<file path="src/rtl/fdc_sector_server.sv">
// fdc_sector_server
// Serves the floppy controller's SD-side sector requests from a byte-wide
// image memory. A read streams one 512-byte sector into the controller's
// buffer. A write drains the controller's buffer back into the image.
// Sectors that lie past the end of the image read as zeros, and writes to
// them are discarded.
//
// Ports
//   clk_sys, reset          rising-edge clock, asynchronous active-high reset
//   img_size                image size in bytes (same for both drives)
//   sd_lba, sd_rd, sd_wr    request side; sd_rd/sd_wr are per-drive levels
//   sd_ack                  high while a transfer is in progress
//   sd_buff_addr/dout/wr    controller buffer write port (read transfers)
//   sd_buff_din             controller buffer read data (write transfers)
//   mem_addr/rd/wr/wdata    image memory request
//   mem_rdata, mem_ready    image memory response
//   busy                    engine is not idle
module fdc_sector_server #(
    parameter int          ACK_DELAY   = 4,
    parameter logic [31:0] DRIVE1_BASE = 32'h0010_0000
) (
    input  logic        clk_sys,
    input  logic        reset,
    input  logic [31:0] img_size,
    input  logic [31:0] sd_lba,
    input  logic [1:0]  sd_rd,
    input  logic [1:0]  sd_wr,
    output logic        sd_ack,
    output logic [8:0]  sd_buff_addr,
    output logic [7:0]  sd_buff_dout,
    output logic        sd_buff_wr,
    input  logic [7:0]  sd_buff_din,
    output logic [31:0] mem_addr,
    output logic        mem_rd,
    output logic        mem_wr,
    output logic [7:0]  mem_wdata,
    input  logic [7:0]  mem_rdata,
    input  logic        mem_ready,
    output logic        busy
);

    typedef enum logic [2:0] {
        S_IDLE, S_DELAY, S_RD_MEM, S_RD_PUT, S_WR_ADDR, S_WR_CAP, S_WR_MEM, S_DONE
    } state_t;

    localparam logic [15:0] DELAY_LOAD = 16'(ACK_DELAY);
    localparam logic [8:0]  LAST_IDX   = 9'd511;

    state_t      state_q, state_d;
    logic        is_wr_q, is_wr_d;
    logic        oob_q, oob_d;
    logic [31:0] base_q, base_d;
    logic [31:0] off_q, off_d;
    logic [8:0]  idx_q, idx_d;
    logic [15:0] cnt_q, cnt_d;
    logic        ack_q, ack_d;
    logic [7:0]  dout_q, dout_d;
    logic        bwr_q, bwr_d;
    logic [31:0] maddr_q, maddr_d;
    logic        mrd_q, mrd_d;
    logic        mwr_q, mwr_d;
    logic [7:0]  wdata_q, wdata_d;
    logic        busy_q, busy_d;

    logic        req_any_s;
    logic        req_drive_s;
    logic        req_wr_s;
    logic [31:0] req_off_s;
    logic        req_oob_s;
    logic [8:0]  idx_inc_s;
    logic [31:0] cur_addr_s;
    logic [31:0] next_addr_s;
    logic [8:0]  lba_unused_s;

    // Only 23 LBA bits fit in a 32-bit byte offset; the rest are ignored.
    assign lba_unused_s = sd_lba[31:23];

    // Request decode: fixed priority rd0, rd1, wr0, wr1.
    always_comb begin
        req_any_s = |{sd_rd, sd_wr};
        if (sd_rd[0]) begin
            req_drive_s = 1'b0;
            req_wr_s    = 1'b0;
        end else if (sd_rd[1]) begin
            req_drive_s = 1'b1;
            req_wr_s    = 1'b0;
        end else if (sd_wr[0]) begin
            req_drive_s = 1'b0;
            req_wr_s    = 1'b1;
        end else begin
            req_drive_s = 1'b1;
            req_wr_s    = 1'b1;
        end
    end

    // Sector offset and bounds test; 33 bits so a sector near 4 GiB cannot wrap past the limit.
    assign req_off_s   = {sd_lba[22:0], 9'd0};
    assign req_oob_s   = ({1'b0, req_off_s} + 33'd512) > {1'b0, img_size};
    assign idx_inc_s   = idx_q + 9'd1;
    assign cur_addr_s  = base_q + off_q + {23'd0, idx_q};
    assign next_addr_s = base_q + off_q + {23'd0, idx_inc_s};

    // Next-state and next-output logic.
    always_comb begin
        state_d = state_q;
        is_wr_d = is_wr_q;
        oob_d   = oob_q;
        base_d  = base_q;
        off_d   = off_q;
        idx_d   = idx_q;
        cnt_d   = cnt_q;
        ack_d   = ack_q;
        dout_d  = dout_q;
        bwr_d   = 1'b0;
        maddr_d = maddr_q;
        mrd_d   = mrd_q;
        mwr_d   = mwr_q;
        wdata_d = wdata_q;
        case (state_q)
            S_IDLE: begin
                if (req_any_s) begin
                    is_wr_d = req_wr_s;
                    base_d  = req_drive_s ? DRIVE1_BASE : 32'd0;
                    off_d   = req_off_s;
                    oob_d   = req_oob_s;
                    idx_d   = 9'd0;
                    cnt_d   = DELAY_LOAD;
                    ack_d   = 1'b1;
                    state_d = S_DELAY;
                end else begin
                    state_d = S_IDLE;
                end
            end
            S_DELAY: begin
                if (cnt_q == 16'd0) begin
                    if (is_wr_q) begin
                        state_d = S_WR_ADDR;
                    end else begin
                        mrd_d   = ~oob_q;
                        maddr_d = cur_addr_s;
                        state_d = S_RD_MEM;
                    end
                end else begin
                    cnt_d = cnt_q - 16'd1;
                end
            end
            S_RD_MEM: begin
                // Out-of-bounds bytes never touch memory and read as zero.
                if (oob_q) begin
                    dout_d  = 8'h00;
                    bwr_d   = 1'b1;
                    state_d = S_RD_PUT;
                end else if (mem_ready) begin
                    dout_d  = mem_rdata;
                    mrd_d   = 1'b0;
                    bwr_d   = 1'b1;
                    state_d = S_RD_PUT;
                end else begin
                    state_d = S_RD_MEM;
                end
            end
            S_RD_PUT: begin
                if (idx_q == LAST_IDX) begin
                    ack_d   = 1'b0;
                    state_d = S_DONE;
                end else begin
                    idx_d   = idx_inc_s;
                    mrd_d   = ~oob_q;
                    maddr_d = next_addr_s;
                    state_d = S_RD_MEM;
                end
            end
            S_WR_ADDR: begin
                // The buffer needs one cycle after the address change before din is valid.
                state_d = S_WR_CAP;
            end
            S_WR_CAP: begin
                wdata_d = sd_buff_din;
                mwr_d   = ~oob_q;
                maddr_d = cur_addr_s;
                state_d = S_WR_MEM;
            end
            S_WR_MEM: begin
                if (oob_q || mem_ready) begin
                    mwr_d = 1'b0;
                    if (idx_q == LAST_IDX) begin
                        ack_d   = 1'b0;
                        state_d = S_DONE;
                    end else begin
                        idx_d   = idx_inc_s;
                        state_d = S_WR_ADDR;
                    end
                end else begin
                    state_d = S_WR_MEM;
                end
            end
            S_DONE: begin
                state_d = S_IDLE;
            end
            default: begin
                state_d = S_IDLE;
            end
        endcase
        busy_d = (state_d != S_IDLE);
    end

    // State and registered-output storage.
    always_ff @(posedge clk_sys or posedge reset) begin
        if (reset) begin
            state_q <= S_IDLE;
            is_wr_q <= 1'b0;
            oob_q   <= 1'b0;
            base_q  <= 32'd0;
            off_q   <= 32'd0;
            idx_q   <= 9'd0;
            cnt_q   <= 16'd0;
            ack_q   <= 1'b0;
            dout_q  <= 8'h00;
            bwr_q   <= 1'b0;
            maddr_q <= 32'd0;
            mrd_q   <= 1'b0;
            mwr_q   <= 1'b0;
            wdata_q <= 8'h00;
            busy_q  <= 1'b0;
        end else begin
            state_q <= state_d;
            is_wr_q <= is_wr_d;
            oob_q   <= oob_d;
            base_q  <= base_d;
            off_q   <= off_d;
            idx_q   <= idx_d;
            cnt_q   <= cnt_d;
            ack_q   <= ack_d;
            dout_q  <= dout_d;
            bwr_q   <= bwr_d;
            maddr_q <= maddr_d;
            mrd_q   <= mrd_d;
            mwr_q   <= mwr_d;
            wdata_q <= wdata_d;
            busy_q  <= busy_d;
        end
    end

    assign sd_ack       = ack_q;
    assign sd_buff_addr = idx_q;
    assign sd_buff_dout = dout_q;
    assign sd_buff_wr   = bwr_q;
    assign mem_addr     = maddr_q;
    assign mem_rd       = mrd_q;
    assign mem_wr       = mwr_q;
    assign mem_wdata    = wdata_q;
    assign busy         = busy_q;

endmodule
</file>
<file path="config.mk">
export PLATFORM = sky130hd
export DESIGN_NAME = fdc_sector_server
export DESIGN_NICKNAME = d
export VERILOG_FILES = /design/src/rtl/fdc_sector_server.sv
export SDC_FILE = /design/constraint.sdc
export NUM_CORES = 1
export LEC_CHECK = 0
export CAP_MARGIN = 5
export CORE_MARGIN = 1
export CORE_UTILIZATION = 54
export CTS_CLUSTER_DIAMETER = 120
export DETAILED_ROUTE_END_ITERATION = 10
export PLACE_DENSITY = 0.87
export SYNTH_ARGS = -nofsm -noshare
export SYNTH_HDL_FRONTEND = slang
export SYNTH_SLANG_ARGS = --single-unit
</file>
<file path="constraint.sdc">
create_clock -name clk_sys -period 7.3 [get_ports clk_sys]
set_clock_uncertainty 0.2 [all_clocks]
set_input_delay 1.825 -clock clk_sys [delete_from_list [all_inputs] [get_ports clk_sys]]
set_output_delay 1.825 -clock clk_sys [all_outputs]
set_load 0.005 [all_outputs]
</file>
==> summary.md, run 1 <==
| Metric | Value |
|---|---|
| Status | finished, final reports clean |
| Startpoint types | input port |
| Reg area | 2678 µm² |
| Leakage | 3.540 nW |
| Clock Latency Late Sink | about 0.38 ns |
| Antenna viol nets, final | 0 |
| Routed WL per cell | approximately 16 µm |
| CTS tree | built |
| Pin count of the biggest net entering global routing | a little over 60 |
| Synth Area in XOR/XNOR | 6.786% |
| # IOs | between 100 and 150 |
| Main synth FF type | dfrtp_1 |
| Max_cap viols | 0 |
| Net count, final | between 800 and 900 |
| Area leader, netlist | dfrtp_1 |
| Grt ovf | 0 |
| Overall power | between 2 and 2.5 mW |
| PortBufs | approximately 140 |
| Reg2Reg Depth | 6 |
| Number of fill cells | around 740 |
| PD cells | 324.6 nW/µm² |
| Overall Global Routing Usage | 25.69% |
| Initial DRC count | around 190 |
| Max FO, Critical Path | 6 |
| Die area | approximately 11000 µm² |
| Die span in x | around 110 µm |
| # Post-CTS Setup Buffers | 0 |
| Starting Density | 56.49% |
| Initial DRT Pass Iterations | 4 |
| Clock sink count | 107 |
| Routed via count | roughly 4.9k |
| Distinct cells, synth | 54 |
| Hold buffers post-CTS | 0 |
| Setup crit end kind | register |
| Relative max-transition margin | 51.06% |
| Global-route wire length before repair | between 20000 and 25000 µm |
| Asr flop ratio synth | 100.0% |
| Tcrit/Tclk final | about two thirds |
| EDFF count, synth | 0 |
| Routed wire length | roughly 14000 µm |
| Adder-cell area share of the yosys netlist | 6.112% |
| Simple-gate share of the synthesized area | around 20% |
| CTS max path bufs | 2 |
| Complex-gate fraction of the synthesized area | around 9.7% |
| Min cycle time layout | ~4.9 ns |
| Register area share after synthesis | a little under half |
| Design area | between 7000 and 8000 µm² |
| Main combinational cell family by area after synthesis | simple AND/OR/NAND/NOR gates |
| Ant. Diodes | 0 |
| Met3 Use GR | under 10% |
| RD Place Congestion | 0.9739 |
| Dpl cells | between 800 and 900 |
| Crit Path Class | in2reg |
| Synth top area share | between 40% and 50% |
| List of most frequent post-synthesis cells | dfrtp_1 (107), nand2_1 (105), inv_1 (37) |
| Vias in the first global route | 5097 |
| Area growth from synthesis to layout | 28.85% |
| DP HPWL | between 10000 and 15000 µm |
| Synth Cell Area | between 5000 and 6000 µm² |
| DRC | 0 |
| Tightest Hold Check Type | reg2reg |
| Most common cell in the netlist | dfrtp_1 |
| Dpl cell area | ~7400 µm² |
| Number of cells on the worst hold path | 2 |
| Final hold vios | 0 |
| Max-slew violation count | 0 |
| Grt met2 use | approximately 44% |
| Flops & latches, synth | ~110 |
| Req. time, crit path | about 7.4 ns |
| Non-Filler Instances | 877 |
| H-tree levels | 3 |
| Mux cell area share after synthesis | about 8.1% |
| Number of cells upsized or downsized after cts | 0 |
| Mapped Nets | approximately 720 |
| Final Setup Violations | 0 |
| Clock transition at path regs | roughly 0.09 ns |
| Max IR drop VDD | between 150 and 200 µV |
| Fmax | about 200 MHz |
| Most used routing layer | met2 |
| M1 GR Usage | approximately a third |
| Crit path DAT | ~5 ns |
| Gate Count Post-Synth | around 600 |
| Clock Tree Root | clkbuf_8 |
| Via/cell ratio | between 5 and 6 |
| Multi-input gate area | about 3000 µm² |
| Fin Setup TNS | 0 ns |
| Syn avg cell area | around 9.9 µm² |
| Yosys warning count | 0 |
| Num CTS Buffers | 9 |
| Core Util, Final | approximately 73% |
| Fraction of layout cells with a size suffix above 1 | about 9.2% |
| Core Rows | 37 |
| Initial antenna violation count | 0 |
| Die Y | approximately 110 µm |
| RSZ-0062 raised after global routing | no |
| Synth area leaders | dfrtp_1 (45%), mux2_2 (6.8%), nand2_1 (6.6%) |
| Core area | approximately 11000 µm² |
| Worst slew pin tran | ~0.73 ns |
## flip-flops by register name (all words and copies together), names as in the netlist
| register | cells |
|---|---|
| sd_ack | 1 |
| busy | 1 |
| mem_addr | 32 |
| sd_buff_dout | 8 |
| sd_buff_addr | 9 |
| oob_q | 1 |
| mem_rd | 1 |
| mem_wr | 1 |
| state_q | 3 |
| base_q | 1 |
| off_q | 23 |
| cnt_q | 16 |
| mem_wdata | 8 |
| is_wr_q | 1 |
| sd_buff_wr | 1 |
## area by class of cell
cell class                      instances  area share, %
Clock buffer                           11          1.979
Timing Repair Buffer                  143          18.58
Tap cell                              136          2.224
Clock inverter                          5         0.7851
Inverter                               37          1.848
Sequential cell                       107          35.00
Multi-Input combinational cell        438          39.58
## cell families after synthesis
kind of cell               Yosys count
AOI/OAI and AO/OA                   83
xor gates and xnor gates            46
adders and majority gates           29
buffers and inverters               56
DFF                                107
muxes                               43
and+or+nand+nor                    237
## layer usage
layer	wire length (µm)	share of wire, %
met3	733	5.3
met5	0	0
met4	329	2.4
met1	5939	43
met2	6736	49
## through the flow
| stage | worst slack (ns) | hold slack [ns] |
|---|---|---|
| 3_5_place_dp | 1.996 | 0.2631 |
| 6_report | 2.357 | 0.2835 |
| 2_1_floorplan | 2.458 | 0.2401 |
| 3_3_place_gp | 2.043 | 0.2535 |
| 5_1_grt | 2.082 | 0.2980 |
| 4_1_cts | 2.386 | 0.2869 |
## critical path, cell delays in order
cell and delay (ns):
clkdlybuf4s50_1 0.62, and4_1 0.31, nand4_1 0.19, or2_2 0.37, nor3_1 0.22, xor2_1 0.20, ha_1 0.27, and3_1 0.21
a221oi_1 0.32, nand3_1 0.13, a221oi_1 0.20, o21ai_0 0.12
## path summary, 6_finish.rpt
path	endpoint	from	slack, ns
min in group asynchronous	mem_addr[7]	reset	1.64
max reg2reg	mem_addr[6]	cnt_q[5]	3.93
max	oob_q	sd_lba[11]	2.36
min	off_q[19]	off_q[19]	0.28
min reg2reg	off_q[19]	off_q[19]	0.28
max in group asynchronous	off_q[21]	reset	4.09
## layout by cell type (no fill, tap or decap), types with 4 or more instances in the layout
master           count
mux2_1               5
and3_1              14
xnor2_1             32
mux2_2              36
nand3_1             27
xor2_1              14
or2_2                4
nor3_1               7
clkbuf_8            11
nand2b_1             7
o31ai_1              4
a21oi_1             16
buf_4                4
nor2_1              21
inv_1               36
nand4_1             11
nor2b_1              8
o211ai_1             4
clkdlybuf4s50_1    139
nor4_1               6
a22o_1              11
a21o_1               8
nand2_1            105
dfrtp_1            107
ha_1                29
o21ai_0             23
and4_1               8
or4_1                4
## power breakdown
| part | total, mW | switching (mW) | internal (mW) | leakage [nW] |
|---|---|---|---|---|
| clock | 0.382 | 0.203 | 0.179 | 0.106 |
| combinational | 1.10 | 0.515 | 0.581 | 2.08 |
| sequential | 1.01 | 0.188 | 0.817 | 1.36 |
| total | 2.48 | 0.906 | 1.58 | 3.54 |
Note: power is estimated with default switching activity, not from simulation.
==> run 2, diff against run 1 <==
--- a/config.mk
+++ b/config.mk
@@ -7,10 +7,10 @@
 export LEC_CHECK = 0
 export CAP_MARGIN = 5
 export CORE_MARGIN = 1
-export CORE_UTILIZATION = 54
+export CORE_UTILIZATION = 45
 export CTS_CLUSTER_DIAMETER = 120
 export DETAILED_ROUTE_END_ITERATION = 10
-export PLACE_DENSITY = 0.87
+export PLACE_DENSITY = 0.77
 export SYNTH_ARGS = -nofsm -noshare
 export SYNTH_HDL_FRONTEND = slang
 export SYNTH_SLANG_ARGS = --single-unit
==> constraint.sdc (replaced) <==
create_clock -name clk_sys -period 4.3 [get_ports clk_sys]
set_clock_uncertainty 0.2 [all_clocks]
set_input_delay 1.075 -clock clk_sys [delete_from_list [all_inputs] [get_ports clk_sys]]
set_output_delay 1.075 -clock clk_sys [all_outputs]
set_load 0.005 [all_outputs]
==> summary.md, run 2 (synthesized netlist as in run 1, its figures left out) <==
| Metric | Value |
|---|---|
| Clock transition at path regs | 0.07 ns (was 0.09 ns) |
| Comb pwr share | 42.6% (was 44.1%) |
| Tightest Hold Check Type | reg2reg (unchanged) |
| Tcrit/Tclk final | 89.96% |
| DRC | 0 (unchanged) |
| Sequential fraction of design power | 38.8% (was 40.5%) |
| Via/cell ratio | 5.241 (was 5.577) |
| Antenna viol nets, final | 0 (unchanged) |
| Number of fill cells | 1095 (was 741) |
| Setup crit end kind | register (unchanged) |
| # IOs | 149 (unchanged) |
| Worst slew pin tran | 0.7648 ns (was 0.7341 ns) |
| Largest register FFs | 32 (unchanged) |
| Psw | 1.551 mW (was 906.2 µW) |
| RSZ-0062 raised after global routing | no (unchanged) |
| H-tree levels | 3 (unchanged) |
| Area growth from synthesis to layout | 34.35% (was 28.85%) |
| Die Y | 116.9 µm (was 106.9 µm) |
| Routed via count | 4921 (was 4891) |
| Worst hold margin | 0.2723 ns (was 0.2835 ns) |
| Clock sink count | 107 (unchanged) |
| Routed wire length | 13800 µm (was 13740 µm) |
| Grt ovf | 0 (unchanged) |
| Internal power | 2.836 mW (was 1.577 mW) |
| Min cycle time layout | approximately 3.9 ns |
| Starting Density | 46.67% (was 56.49%) |
| Global-route wire length before repair | 22320 µm (was 23370 µm) |
| RD Place Congestion | 0.9425 (was 0.9739) |
| Hold buffers post-CTS | 0 (unchanged) |
| Core area | 12720 µm² (was 10510 µm²) |
| Clock Tree Root | clkbuf_16 (was clkbuf_8) |
| Core Rows | 41 (was 37) |
| Die area | 13660 µm² (was 11420 µm²) |
| Routed WL per cell | 14.69 µm (was 15.66 µm) |
| Clock Latency Late Sink | 0.35 ns (was 0.38 ns) |
| Die span in x | 116.9 µm (was 106.9 µm) |
| Most common cell after layout, fill and taps aside | clkdlybuf4s50_1 (unchanged) |
| Pin count of the biggest net entering global routing | 64 (was 61) |
| Reg area | 2678 µm² (unchanged) |
| Number of cells upsized or downsized after cts | 0 (unchanged) |
| Status | finished, final reports clean (unchanged) |
| PortBufs | 139 (unchanged) |
| Vias in the first global route | 4816 (was 5097) |
| Num CTS Buffers | 9 (unchanged) |
| Final hold vios | 0 (unchanged) |
| Initial DRT Pass Iterations | 4 (unchanged) |
| CTS tree | built (unchanged) |
| Multi-input gate area | 3028 µm² (unchanged) |
| CTS max path bufs | 2 (unchanged) |
| Crit Path Class | in2reg (unchanged) |
| Leakage | 3.704 nW (was 3.540 nW) |
| Fmax | between 200 and 300 MHz |
| Max_cap viols | 0 (unchanged) |
| Overall Global Routing Usage | 21.11% (was 25.69%) |
| Crit path DAT | 3.90 ns (was 5.01 ns) |
| Fraction of layout cells with a size suffix above 1 | 12.26% (was 9.177%) |
| Relative max-transition margin | 49.01% (was 51.06%) |
| Max IR drop VDD | 291.3 µV (was 159.9 µV) |
| Most frequent cells in the layout | clkdlybuf4s50_1 (139), dfrtp_1 (107), nand2_1 (105), mux2_2 (36), inv_1 (36) (unchanged) |
| Initial DRC count | 282 (was 186) |
| Final Setup Violations | 0 (unchanged) |
| DP HPWL | 10680 µm (was 10360 µm) |
| Switching share of power | 35.35% (was 36.49%) |
| Initial antenna violation count | 0 (unchanged) |
| PD cells | 550.1 nW/µm² (was 324.6 nW/µm²) |
| Clk network pwr share | 18.6% (was 15.4%) |
| Startpoint types | input port (unchanged) |
| # Post-CTS Setup Buffers | 0 (unchanged) |
| Ant. Diodes | 0 (unchanged) |
| Net count, final | 878 (was 852) |
| Req. time, crit path | 4.33 ns (was 7.37 ns) |
| Max-slew violation count | 0 (unchanged) |
| Fin Setup TNS | 0 ns (unchanged) |
| Max FO, Critical Path | 2 (was 6) |
## run 2: final timing paths
check                           depth (start not counted)  slack (ns)            start            to
worst max-delay path                                   12        0.43        sd_lba[4]         oob_q
worst min-delay path                                    2        0.27        off_q[19]     off_q[19]
worst max register to register                          9        0.97  sd_buff_addr[0]   mem_addr[0]
worst min register to register                          2        0.27        off_q[19]     off_q[19]
max in group asynchronous                               3        2.03            reset  mem_wdata[0]
min in group asynchronous                               2        1.01            reset   mem_addr[7]
## run 2: worst max-delay path: stages
cell             delay (ns)
clkdlybuf4s50_1        0.48
and4_1                 0.22
nand4_1                0.17
or2_2                  0.33
nor3_1                 0.21
xor2_1                 0.17
ha_1                   0.26
and3_1                 0.20
a221oi_1               0.32
nand3_1                0.12
a221oi_1               0.22
o21ai_0                0.13
## run 2: stage by stage
| step | power, mW | area, µm² | instances | utilization [%] | worst slack, ns |
|---|---|---|---|---|---|
| 2_1_floorplan | 2.820 | 5937 | 601 | - | 0.2078 |
| 3_3_place_gp | 3.516 | 7679 | 923 | 60.36 | 0.08511 |
| 3_5_place_dp | 3.600 | 7679 | 923 | 60.36 | 0.06384 |
| 4_1_cts | 4.423 | 7976 | 939 | 62.70 | 0.4350 |
| 5_1_grt | 4.705 | 7976 | 939 | 62.70 | 0.1906 |
| 6_report | 4.388 | 7976 | 939 | 62.70 | 0.4319 |
## run 2: power by group through the flow
stage / clock (mW) / combinational (mW) / sequential (mW)
after floorplan: 0 / 1.17 / 1.65
after global placement: 0 / 1.82 / 1.69
after detailed placement: 0 / 1.88 / 1.72
after CTS: 0.828 / 1.89 / 1.70
after global routing: 0.874 / 2.08 / 1.75
final: 0.816 / 1.87 / 1.70
## run 2: metal layers
| metal | wire, µm | vias to the layer above | global-route usage (%) |
|---|---|---|---|
| li1 | - | 2425 | - |
| met1 | 6009 | 2317 | 25.87 |
| met2 | 6586 | 159 | 35.70 |
| met3 | 920 | 20 | 5.149 |
| met4 | 281 | 0 | 8.776 |
| met5 | 0 | - | 0 |
## run 2: area by class of cell
type,instances,share of cell area (%)
multi-input combinational,438,37.96
clock buffer,11,3.169
sequential,107,33.57
inverter,37,1.773
timing repair buffer,169,20.27
clock inverter,5,0.5647
tap,172,2.698
==> run 3, diff against run 2 <==
--- a/config.mk
+++ b/config.mk
@@ -10,7 +10,7 @@
 export CORE_UTILIZATION = 45
 export CTS_CLUSTER_DIAMETER = 120
 export DETAILED_ROUTE_END_ITERATION = 10
-export PLACE_DENSITY = 0.77
+export PLACE_DENSITY_LB_ADDON = 0.15
 export SYNTH_ARGS = -nofsm -noshare
 export SYNTH_HDL_FRONTEND = slang
 export SYNTH_SLANG_ARGS = --single-unit
==> summary.md, run 3 (synthesized netlist as in run 1, its figures left out) <==
| Metric | Value |
|---|---|
| Status | finished, final reports clean (unchanged) |
| Design area | 7980 µm² (was 7976 µm²) |
| Wire length on met1 | 5951 µm (was 6009 µm) |
| Clock transition at path regs | 0.07 ns (about the same) |
| Dpl cell area | 7669 µm² (was 7679 µm²) |
| Max FO, Critical Path | 3 (was 2) |
| Routed wire length | 13550 µm (was 13800 µm) |
| Routed via count | 4855 (was 4921) |
| Pin count of the biggest net entering global routing | 60 (was 64) |
| Pre-CTS setup slack | 0.02955 ns (was 0.06384 ns) |
| Min cycle time layout | 3.930 ns (was 3.868 ns) |
| Worst hold margin | 0.2750 ns (was 0.2723 ns) |
| CTS max path bufs | 2 (unchanged) |
| Crit Path Class | in2reg (unchanged) |
| Max-slew violation count | 0 (unchanged) |
| Tcrit/Tclk final | 91.39% (was 89.96%) |
| Final hold vios | 0 (unchanged) |
| Setup crit end kind | register (unchanged) |
| Fin Setup TNS | 0 ns (unchanged) |
| Min setup slack post-route | 0.3701 ns (was 0.4319 ns) |
| Overall Global Routing Usage | 21.02% (was 21.11%) |
| Die Y | 116.9 µm (unchanged) |
| Relative max-transition margin | 55.27% (was 49.01%) |
| Leakage | 3.698 nW (was 3.704 nW) |
| DRC | 0 (unchanged) |
| Crit path DAT | 3.95 ns (was 3.90 ns) |
| Req. time, crit path | 4.32 ns (was 4.33 ns) |
| R2R Setup Slk | 0.99 ns (was 0.97 ns) |
| PortBufs | 139 (unchanged) |
| H-tree levels | 3 (unchanged) |
| Comb pwr share | 42.4% (was 42.6%) |
| Initial DRT Pass Iterations | 4 (unchanged) |
| Global-route wire length before repair | 22510 µm (was 22320 µm) |
| Dpl cells | 920 (was 923) |
| Met3 routed WL | 691 µm (was 920 µm) |
| Non-Filler Instances | 936 (was 939) |
| Overall power | 4.423 mW (was 4.388 mW) |
| Wire length on met2 | 6692 µm (was 6586 µm) |
| Clock sink count | 107 (unchanged) |
| Hold buffers post-CTS | 0 (unchanged) |
| Die area | 13660 µm² (unchanged) |
| Grt ovf | 0 (unchanged) |
| Clk network pwr share | 19.1% (was 18.6%) |
| # Post-CTS Setup Buffers | 0 (unchanged) |
| Sequential fraction of design power | 38.5% (was 38.8%) |
| Internal power | 2.883 mW (was 2.836 mW) |
| Largest register FFs | 32 (unchanged) |
| Starting Density | 46.67% (unchanged) |
| RSZ-0062 raised after global routing | no (unchanged) |
| Die span in x | 116.9 µm (unchanged) |
| Net count, final | 875 (was 878) |
| Antenna viol nets, final | 0 (unchanged) |
| Core area | 12720 µm² (unchanged) |
| Num CTS Buffers | 9 (unchanged) |
| PD cells | 554.2 nW/µm² (was 550.1 nW/µm²) |
| # IOs | 149 (unchanged) |
| Number of cells upsized or downsized after cts | 0 (unchanged) |
| Fmax | 254.5 MHz (was 258.5 MHz) |
| DP HPWL | 10430 µm (was 10680 µm) |
| Fraction of layout cells with a size suffix above 1 | 11.91% (was 12.26%) |
| Max IR drop VDD | 361.5 µV (was 291.3 µV) |
| Startpoint types | input port (unchanged) |
| Via/cell ratio | 5.187 (was 5.241) |
| Area growth from synthesis to layout | 34.42% (was 34.35%) |
| Final Setup Violations | 0 (unchanged) |
| Max_cap viols | 0 (unchanged) |
| Initial DRC count | 277 (was 282) |
| Tightest Hold Check Type | reg2reg (unchanged) |
| Vias in the first global route | 4784 (was 4816) |
| Core Util, Final | 62.73% (was 62.70%) |
| Most frequent cells in the layout | clkdlybuf4s50_1 (139), dfrtp_1 (107), nand2_1 (105), mux2_2 (36), inv_1 (36) (unchanged) |
| Most common cell after layout, fill and taps aside | clkdlybuf4s50_1 (unchanged) |
| Clock Latency Late Sink | 0.35 ns (about the same) |
| Worst slew pin tran | 0.6679 ns (was 0.7648 ns) |
| Ant. Diodes | 0 (unchanged) |
| Switching share of power | 34.82% (was 35.35%) |
| Psw | 1.540 mW (was 1.551 mW) |
| Clock Tree Root | clkbuf_16 (unchanged) |
| CTS tree | built (unchanged) |
| RD Place Congestion | 0.9100 (was 0.9425) |
| Routed WL per cell | 14.47 µm (was 14.69 µm) |
| Uppermost layer routed | met4 (unchanged) |
| Core Rows | 41 (unchanged) |
| Initial antenna violation count | 0 (unchanged) |
## run 3: worst paths after layout
path                                      start  cells after the start      endpoint
worst min-delay path                  off_q[17]                      2     off_q[17]
max in group asynchronous                 reset                      3      cnt_q[6]
worst min register to register        off_q[17]                      2     off_q[17]
worst max-delay path                  sd_lba[1]                     13         oob_q
worst max register to register  sd_buff_addr[0]                      9  mem_addr[19]
min in group asynchronous                 reset                      2  mem_addr[14]
## run 3: power by group through the flow
stage                     Combinational, mW  Clock [mW]  Sequential [mW]
after floorplan                        1.17           0             1.65
after CTS                              1.90       0.866             1.71
after global placement                 1.84           0             1.70
after global routing                   2.09       0.903             1.76
after detailed placement               1.89           0             1.72
final                                  1.87       0.846             1.70
## run 3: critical path, stage by stage
cell and delay, ns:
clkdlybuf4s50_1 0.53, ha_1 0.20, nand4_1 0.17, or2_2 0.34, buf_4 0.15, nor2_1 0.13, xor2_1 0.19, ha_1 0.25
and3_1 0.17, a221oi_1 0.31, nand3_1 0.12, a221oi_1 0.20, o21ai_0 0.12
## run 3: layout make-up
cell class	instances	area (µm²)
clock buffer	10	239.0
sequential	107	2678
clock inverter	6	72.57
inverter	37	141.4
multi-input combinational	438	3028
timing repair buffer	166	1607
fill	1085	4742
tap	172	215.2
## run 3: routing by layer
layer / global-route usage (%) / vias up
met1: 26.00 / 2293
met4: 7.173 / 0
met3: 3.605 / 13
li1: - / 2426
met2: 37.16 / 123
met5: 0 / -
